<file path="config.mk">
export PLATFORM = sky130hd
export DESIGN_NAME = qeciphy_drp_arbiter
export DESIGN_NICKNAME = d
export VERILOG_FILES = /design/src/rtl/qeciphy_drp_arbiter.sv
export SDC_FILE = /design/constraint.sdc
export NUM_CORES = 1
export LEC_CHECK = 0
export CAP_MARGIN = 20
export CORE_MARGIN = 2
export CORE_UTILIZATION = 42
export DETAILED_ROUTE_END_ITERATION = 7
export PLACE_DENSITY = 0.81
export SLEW_MARGIN = 15
export SYNTH_ARGS = -nofsm -noshare
export SYNTH_HDL_FRONTEND = slang
export SYNTH_SLANG_ARGS = --single-unit
</file>
<file path="constraint.sdc">
create_clock -name fclk -period 2.1 [get_ports fclk]
set_input_delay 0.315 -clock fclk [delete_from_list [all_inputs] [get_ports fclk]]
set_output_delay 0.315 -clock fclk [all_outputs]
set_load 0.1 [all_outputs]
</file>
<file path="src/rtl/qeciphy_drp_arbiter.sv">
`default_nettype none
// ============================================================================
//  Module   : qeciphy_drp_arbiter
//  Brief    : Round-robin arbiter and sequencer for the GT transceiver DRP
//             port. Serialises NUM_REQ requesters onto one DRP interface,
//             one transaction at a time, each one bounded by a ready timeout.
//             New grants are held off while the GT is not out of reset.
//  Revision : 1.0 - initial release
// ============================================================================
module qeciphy_drp_arbiter #(
    parameter int NUM_REQ = 2,
    parameter int ADDR_W  = 10,
    parameter int DATA_W  = 16,
    parameter int TIMEOUT = 1023
) (
    input  logic                      fclk,
    input  logic                      fclk_rst_n,
    input  logic                      i_drp_allow,
    input  logic [NUM_REQ-1:0]        i_req,
    input  logic [NUM_REQ-1:0]        i_we,
    input  logic [NUM_REQ*ADDR_W-1:0] i_addr,
    input  logic [NUM_REQ*DATA_W-1:0] i_wdata,
    output logic [NUM_REQ-1:0]        o_ack,
    output logic [NUM_REQ-1:0]        o_err,
    output logic [DATA_W-1:0]         o_rdata,
    output logic                      o_busy,
    output logic                      o_drp_en,
    output logic                      o_drp_we,
    output logic [ADDR_W-1:0]         o_drp_addr,
    output logic [DATA_W-1:0]         o_drp_di,
    input  logic [DATA_W-1:0]         i_drp_do,
    input  logic                      i_drp_rdy
);

    // ------------------------------------------------------------------------
    // Constants
    // ------------------------------------------------------------------------
    localparam int c_TW = $clog2(TIMEOUT + 1);
    localparam int c_GW = (NUM_REQ > 1) ? $clog2(NUM_REQ) : 1;

    localparam logic [c_TW-1:0] c_TIMEOUT  = c_TW'(TIMEOUT);
    localparam logic [c_GW-1:0] c_LAST_RST = c_GW'(NUM_REQ - 1);

    localparam logic [1:0] c_S_IDLE  = 2'd0;
    localparam logic [1:0] c_S_ISSUE = 2'd1;
    localparam logic [1:0] c_S_WAIT  = 2'd2;
    localparam logic [1:0] c_S_RESP  = 2'd3;

    // ------------------------------------------------------------------------
    // Registered state
    // ------------------------------------------------------------------------
    logic [1:0]        r_state;
    logic [c_GW-1:0]   r_gnt;
    logic [c_GW-1:0]   r_last_gnt;
    logic              r_we;
    logic [ADDR_W-1:0] r_addr;
    logic [DATA_W-1:0] r_di;
    logic [c_TW-1:0]   r_cnt;
    logic              r_err;
    logic [DATA_W-1:0] r_rdata;

    // ------------------------------------------------------------------------
    // Combinational signals
    // ------------------------------------------------------------------------
    logic [1:0]         w_state_nxt;
    logic [c_GW-1:0]    w_win;
    logic [c_GW-1:0]    w_idx;
    int                 w_pos;
    logic               w_found;
    logic               w_grant;
    logic               w_cnt_done;
    logic [NUM_REQ-1:0] w_gnt_onehot;

    logic [ADDR_W-1:0]  w_addr_arr  [NUM_REQ];
    logic [DATA_W-1:0]  w_wdata_arr [NUM_REQ];

    // Split the packed per-requester buses into indexable arrays
    genvar g;
    generate
        for (g = 0; g < NUM_REQ; g++) begin : g_unpack
            assign w_addr_arr[g]  = i_addr[g*ADDR_W +: ADDR_W];
            assign w_wdata_arr[g] = i_wdata[g*DATA_W +: DATA_W];
        end
    endgenerate

    // Round-robin search: first set request above the last grant, with wrap
    always_comb begin
        w_win   = '0;
        w_idx   = '0;
        w_pos   = 0;
        w_found = 1'b0;
        for (int i = 0; i < NUM_REQ; i++) begin
            w_pos = (int'(r_last_gnt) + 1 + i) % NUM_REQ;
            w_idx = c_GW'(w_pos);
            if (!w_found && i_req[w_idx]) begin
                w_found = 1'b1;
                w_win   = w_idx;
            end
        end
    end

    // A grant is only taken while the GT reports it is out of reset
    assign w_grant      = i_drp_allow & w_found;
    assign w_cnt_done   = (r_cnt == c_TIMEOUT);
    assign w_gnt_onehot = NUM_REQ'(1) << r_gnt;

    // ------------------------------------------------------------------------
    // FSM
    // ------------------------------------------------------------------------
    // State register
    always_ff @(posedge fclk or negedge fclk_rst_n) begin
        if (!fclk_rst_n) begin
            r_state <= c_S_IDLE;
        end else begin
            r_state <= w_state_nxt;
        end
    end

    // Next-state decode; a ready in the final timeout cycle still counts
    always_comb begin
        w_state_nxt = c_S_IDLE;
        case (r_state)
            c_S_IDLE: begin
                w_state_nxt = w_grant ? c_S_ISSUE : c_S_IDLE;
            end
            c_S_ISSUE: begin
                w_state_nxt = c_S_WAIT;
            end
            c_S_WAIT: begin
                if (i_drp_rdy || w_cnt_done) begin
                    w_state_nxt = c_S_RESP;
                end else begin
                    w_state_nxt = c_S_WAIT;
                end
            end
            c_S_RESP: begin
                w_state_nxt = c_S_IDLE;
            end
            default: begin
                w_state_nxt = c_S_IDLE;
            end
        endcase
    end

    // Output decode, driven only from registered state
    always_comb begin
        o_ack    = '0;
        o_err    = '0;
        o_rdata  = '0;
        o_busy   = 1'b1;
        o_drp_en = 1'b0;
        o_drp_we = 1'b0;
        case (r_state)
            c_S_IDLE: begin
                o_busy = 1'b0;
            end
            c_S_ISSUE: begin
                o_drp_en = 1'b1;
                o_drp_we = r_we;
            end
            c_S_WAIT: begin
                o_busy = 1'b1;
            end
            c_S_RESP: begin
                o_ack   = w_gnt_onehot;
                o_err   = r_err ? w_gnt_onehot : '0;
                // Writes return no data
                o_rdata = r_we ? '0 : r_rdata;
            end
            default: begin
                o_busy = 1'b0;
            end
        endcase
    end

    // DRP address/data are held from the grant until the next grant
    assign o_drp_addr = r_addr;
    assign o_drp_di   = r_di;

    // ------------------------------------------------------------------------
    // Datapath
    // ------------------------------------------------------------------------
    // Grant capture and round-robin pointer update
    always_ff @(posedge fclk or negedge fclk_rst_n) begin
        if (!fclk_rst_n) begin
            r_gnt      <= '0;
            r_last_gnt <= c_LAST_RST;
            r_we       <= 1'b0;
            r_addr     <= '0;
            r_di       <= '0;
        end else begin
            if ((r_state == c_S_IDLE) && w_grant) begin
                r_gnt  <= w_win;
                r_we   <= i_we[w_win];
                r_addr <= w_addr_arr[w_win];
                r_di   <= w_wdata_arr[w_win];
            end
            if (r_state == c_S_RESP) begin
                r_last_gnt <= r_gnt;
            end
        end
    end

    // Ready timeout counter: cleared on issue, advances while waiting
    always_ff @(posedge fclk or negedge fclk_rst_n) begin
        if (!fclk_rst_n) begin
            r_cnt <= '0;
        end else if (r_state == c_S_ISSUE) begin
            r_cnt <= '0;
        end else if ((r_state == c_S_WAIT) && !i_drp_rdy && !w_cnt_done) begin
            r_cnt <= r_cnt + c_TW'(1);
        end
    end

    // Response capture; ready outside WAIT (e.g. stale strobes) is ignored
    always_ff @(posedge fclk or negedge fclk_rst_n) begin
        if (!fclk_rst_n) begin
            r_err   <= 1'b0;
            r_rdata <= '0;
        end else if (r_state == c_S_WAIT) begin
            if (i_drp_rdy) begin
                r_err   <= 1'b0;
                r_rdata <= i_drp_do;
            end else if (w_cnt_done) begin
                r_err   <= 1'b1;
                r_rdata <= '0;
            end
        end
    end

endmodule
`default_nettype wire
</file>
-- Word-level counts from Yosys, hierarchy flattened
Index checks and enable logic that the tools add are counted.
- bits in registers: 58
- latch bits: 0
- bits in writable memories: 0
- ROM bits: 0
- bits of input ports: 76
- output and inout bits: 49
- logic and storage cells: 68
- memories kept: 0
- $add $sub $neg: 3
- $mul: 0
- div/mod/pow operators: 0
- order comparisons: 4
- equality and inequality tests: 4
- shifts and indexed selects: 1
- mux-type cells: 33
- bitwise logic cells: 2
- reductions and logical operators: 12
- operator list (kind ; count):
    $mux W16 ; 7
    $mux W10 ; 5
    $mux W1 ; 17
    $add A10 B1 Y10 const B ; 1
    $eq A10 B10 Y1 const B ; 1
    $pmux W2 S4 ; 1
    $lt A1 B2 Y1 const B ; 3
    $mux W2 ; 3
    $eq A2 B2 Y1 const B ; 2
    $logic_and A1 B1 Y1 ; 4
    $reduce_bool A2 Y1 ; 2
    $logic_not A1 Y1 ; 3
    $add A1 B1 Y1 const B ; 2
    $eq A2 B1 Y1 const B ; 1
    $ge A2 B2 Y1 const B ; 1
    $logic_not A2 Y1 ; 1
    $not A1 Y2 ; 1
    $reduce_and A2 Y1 ; 1
    $shl A1 B1 Y2 const A ; 1
    $and A1 B1 Y1 ; 1
    $logic_or A1 B1 Y1 ; 1

-- Depth between registers and ports, before layout
- word-level depth: 11
- depth in mapped cells: 6

-- Worst setup path before layout
OpenSTA, ideal clock, no wires.
- kind: flip-flop to output port
- from: register r_state[0]
- to: output o_err[0]
- arrival time: 2852 ps
- required time: 1785 ps
- slack: -1067 ps
- stages on the path, launching flop included: 4
- buffers on the path: 0
- cell sequence: dfrtp_1 -> ha_1 -> nor2b_1 -> and2_1
- word-level cells in the longest chain between the ends: 2
- ends and longest elaborated chain (what ; line ; text):
    start: declaration ; 52 ; logic [1:0] r_state;
    start signal: assignment ; 113 ; r_state <= c_S_IDLE;
    start signal: assignment ; 115 ; r_state <= w_state_nxt;
    $eq A2 B2 Y1 ; 153 ; case (r_state)
    $mux W2 ; 153 ;
    end: declaration ; 24 ; output logic [NUM_REQ-1:0] o_err,
Every way passes these cells.

-- Worst setup path after layout
- from: register r_state[0]
- to: output o_rdata[15]
- word-level cells in the longest chain between the ends: 2
- ends and longest elaborated chain (what ; line ; text):
    $eq A2 B2 Y1 ; 153 ;
    $mux W16 ; 153 ;
    end: declaration ; 25 ; output logic [DATA_W-1:0] o_rdata,
Every way passes these cells.

==> metrics <==
Post-Synthesis Cells 258; register area share after synthesis 0.5199; Synth async-reset ratio 1.000; Netlist cell types 38; Synth Flop Type dfrtp_1; Vias per Instance 5.147; Post-DRT Antenna Nets 0; combinational share of power 0.587; Final Power 0.007171 W; Die Width 85.56 um; internal power 0.003413 W; final setup TNS 0 ns; top-count cell post-synth dfrtp_1; slowest stage delay, CP 0.46 ns; sw power 0.003758 W; Peak VDD IR 1388 uV; Max-Cap Viols 0; ANT cells 0; Worst Path Required 1.78 ns; Net Count, Synth 340; RSZ-0062 raised after global routing no; GPL Wtd Cong 0.8001; CTS H-Tree Depth 3; Slew Viols, Final 0; Seq pwr share 0.262; Avg Cell Area, Syn 10.83 um2; worst setup path class reg2out; initial antenna violation count 0; r2r startpoint r_cnt[0]; Skew-Pair Late Insertion Delay 0.33 ns; Hold Crit Class in2async; P per Cell Area 1564 nW/um2; drt first pass iters 4; Synth area leaders dfrtp_1 51%, mux2i_1 11%, a22o_1 5.0%; register bit total from synthesis 58; worst-path cell chain ha_4 > nor2b_1 > buf_4 > and2_1 > buf_12; Setup Buffers After CTS 0; critical path peak fanout 16; DRT Wirelength 7144 um; gr usage total 0.2044; clock group share of total power 0.151; PnR worst setup slack 0.08352 ns; nature of the critical path endpoint output port; slowest CP cell dfrtp_1; Sink Count 58; Starting Density 0.4375; skew final 0.005455 ns; row cnt 29; Port Buffers 124; I/O pin cnt 125; Crit. Startpoint r_state[0]; Final period util 0.9602; die area 7321 um2; # DRC 0; GRT overflow 0; Iteration-0 DRC Markers 122; Syn Std Cell Area 2794 um2; CTS tree yes; Clk Tree Root Cell clkbuf_8; post-synth top area cell dfrtp_1; Filler cells 439; largest net degree at the start of global routing 49; Setup violations, final 0; top cells by count, synth 57 x dfrtp_1, 31 x nand2_1, 30 x mux2i_1; Worst-path clk slew 0.07 ns; vias in the first global route 2415; CTS Buf Count 9; R2R Setup Slk 0.19 ns; Core Box Area 6386 um2; mean routed wirelength per cell 15.20 um; DR vias 2419; Final Hold Vio Count 0; EDFF count, synth 0; arrival time of the worst setup path 1.70 ns; global-route wire length before repair 11610 um; Die H 85.56 um; Tmin final 2.016 ns; Clock Path Buffers 2; fin nets 470; Post-DP HPWL 5437 um; Switching Share 0.5241; post-route core utilization 0.7181; Leak 2.088 nW; dpl ws 0.2044 ns; Slew Limit Headroom 0.4961; share of cells above drive strength 1 0.2494; FMAX 495.9 MHz; hold slack 0.4631 ns; Synth top area share 0.5105; Area Overhead vs Synth 64.13%; Syn. warnings 0; run status finished clean; CP Launch Type flip-flop; Worst Tran Pin Value 0.7557 ns
==> critical path: cells and delay by family, from the launching register on <==
kind / cells / cell delay [ns]
adders and majority gates: 1 / 0.20
buffers and inverters: 2 / 0.38
and+or+nand+nor: 2 / 0.33
DFF: 1 / 0.46
==> placed cells by master, fill, tap and decap left out, types with 3 or more instances in the layout <==
cell             instances
and2_2                  12
inv_1                    6
xnor2_1                  3
nor2b_1                  3
nor2_1                  13
mux2i_1                 30
and2_1                   8
clkbuf_8                12
nand2_1                 31
ha_1                     4
nand3_1                  3
o21ai_1                 28
buf_12                  24
buf_4                   33
clkdlybuf4s50_1         74
mux2_1                   3
dfrtp_1                 57
a22o_1                  16
==> final cells by class <==
| class | count | area, um2 | share of cell area |
|---|---|---|---|
| inverters | 6 | 22.52 | 0.004911 |
| clock inverters | 4 | 48.80 | 0.01064 |
| repair buffers | 133 | 1484 | 0.3236 |
| flip-flops and latches | 58 | 1453 | 0.3168 |
| multi-input cells | 180 | 1316 | 0.2870 |
| clock buffers | 12 | 165.2 | 0.03602 |
| well taps | 77 | 96.34 | 0.02101 |
==> power groups by stage <==
stage	sequential, W	clock, W	combinational, W
2_1_floorplan	0.00350	0	0.00141
3_3_place_gp	0.00186	0	0.00416
3_5_place_dp	0.00188	0	0.00422
4_1_cts	0.00187	0.00110	0.00424
5_1_grt	0.00193	0.00116	0.00438
6_report	0.00188	0.00108	0.00421
==> flip-flops by register name, summed over array words and instances (netlist names) <==
signal / flops
r_rdata: 16
r_err: 1
o_drp_addr: 10
r_we: 1
r_cnt: 10
o_drp_di: 16
r_state: 2
r_last_gnt: 1
r_gnt: 1
==> worst paths after layout <==
check / to / cells after the start
worst min-delay path: o_drp_addr[7] / 2
worst max-delay path: o_rdata[15] / 5
min in group fclk: o_drp_di[13] / 2
max in group asynchronous: o_drp_di[15] / 3
worst min register to register: o_drp_di[13] / 2
worst max register to register: r_cnt[3] / 5
==> metal layers <==
layer  vias up  routed length, um  global-route usage
li1       1157                  -                   -
met1      1153               2827              0.2475
met2       100               3680              0.3473
met3         9                567             0.06641
met4         0                 69             0.06494
met5         -                  0                   0
==> repair_timing <==
item	CTS	global route
endpoints found under the hold margin	15	0
resized for setup	1	1
hold buffers	1	0
setup endpoints to repair	1	12
==> cell families (layout without fill, tap and decap cells) <==
group / count (synthesis) / count (layout) / share of synthesized area
adders and majority gates: 6 / 6 / 0.02687
AOI/OAI and AO/OA: 54 / 54 / 0.1303
xor gates and xnor gates: 3 / 3 / 0.009406
buffers and inverters: 20 / 155 / 0.03314
and+or+nand+nor: 82 / 82 / 0.1527
DFF: 58 / 58 / 0.5199
muxes: 35 / 35 / 0.1276
==> through the flow <==
| stage | std cells | cell area, um2 |
|---|---|---|
| detailed placement | 453 | 4349 |
| global placement | 453 | 4349 |
| finish | 470 | 4586 |
| CTS | 470 | 4576 |
| floorplan | 258 | 2829 |
| global route | 470 | 4586 |
Power figures use the tool's default switching activity.
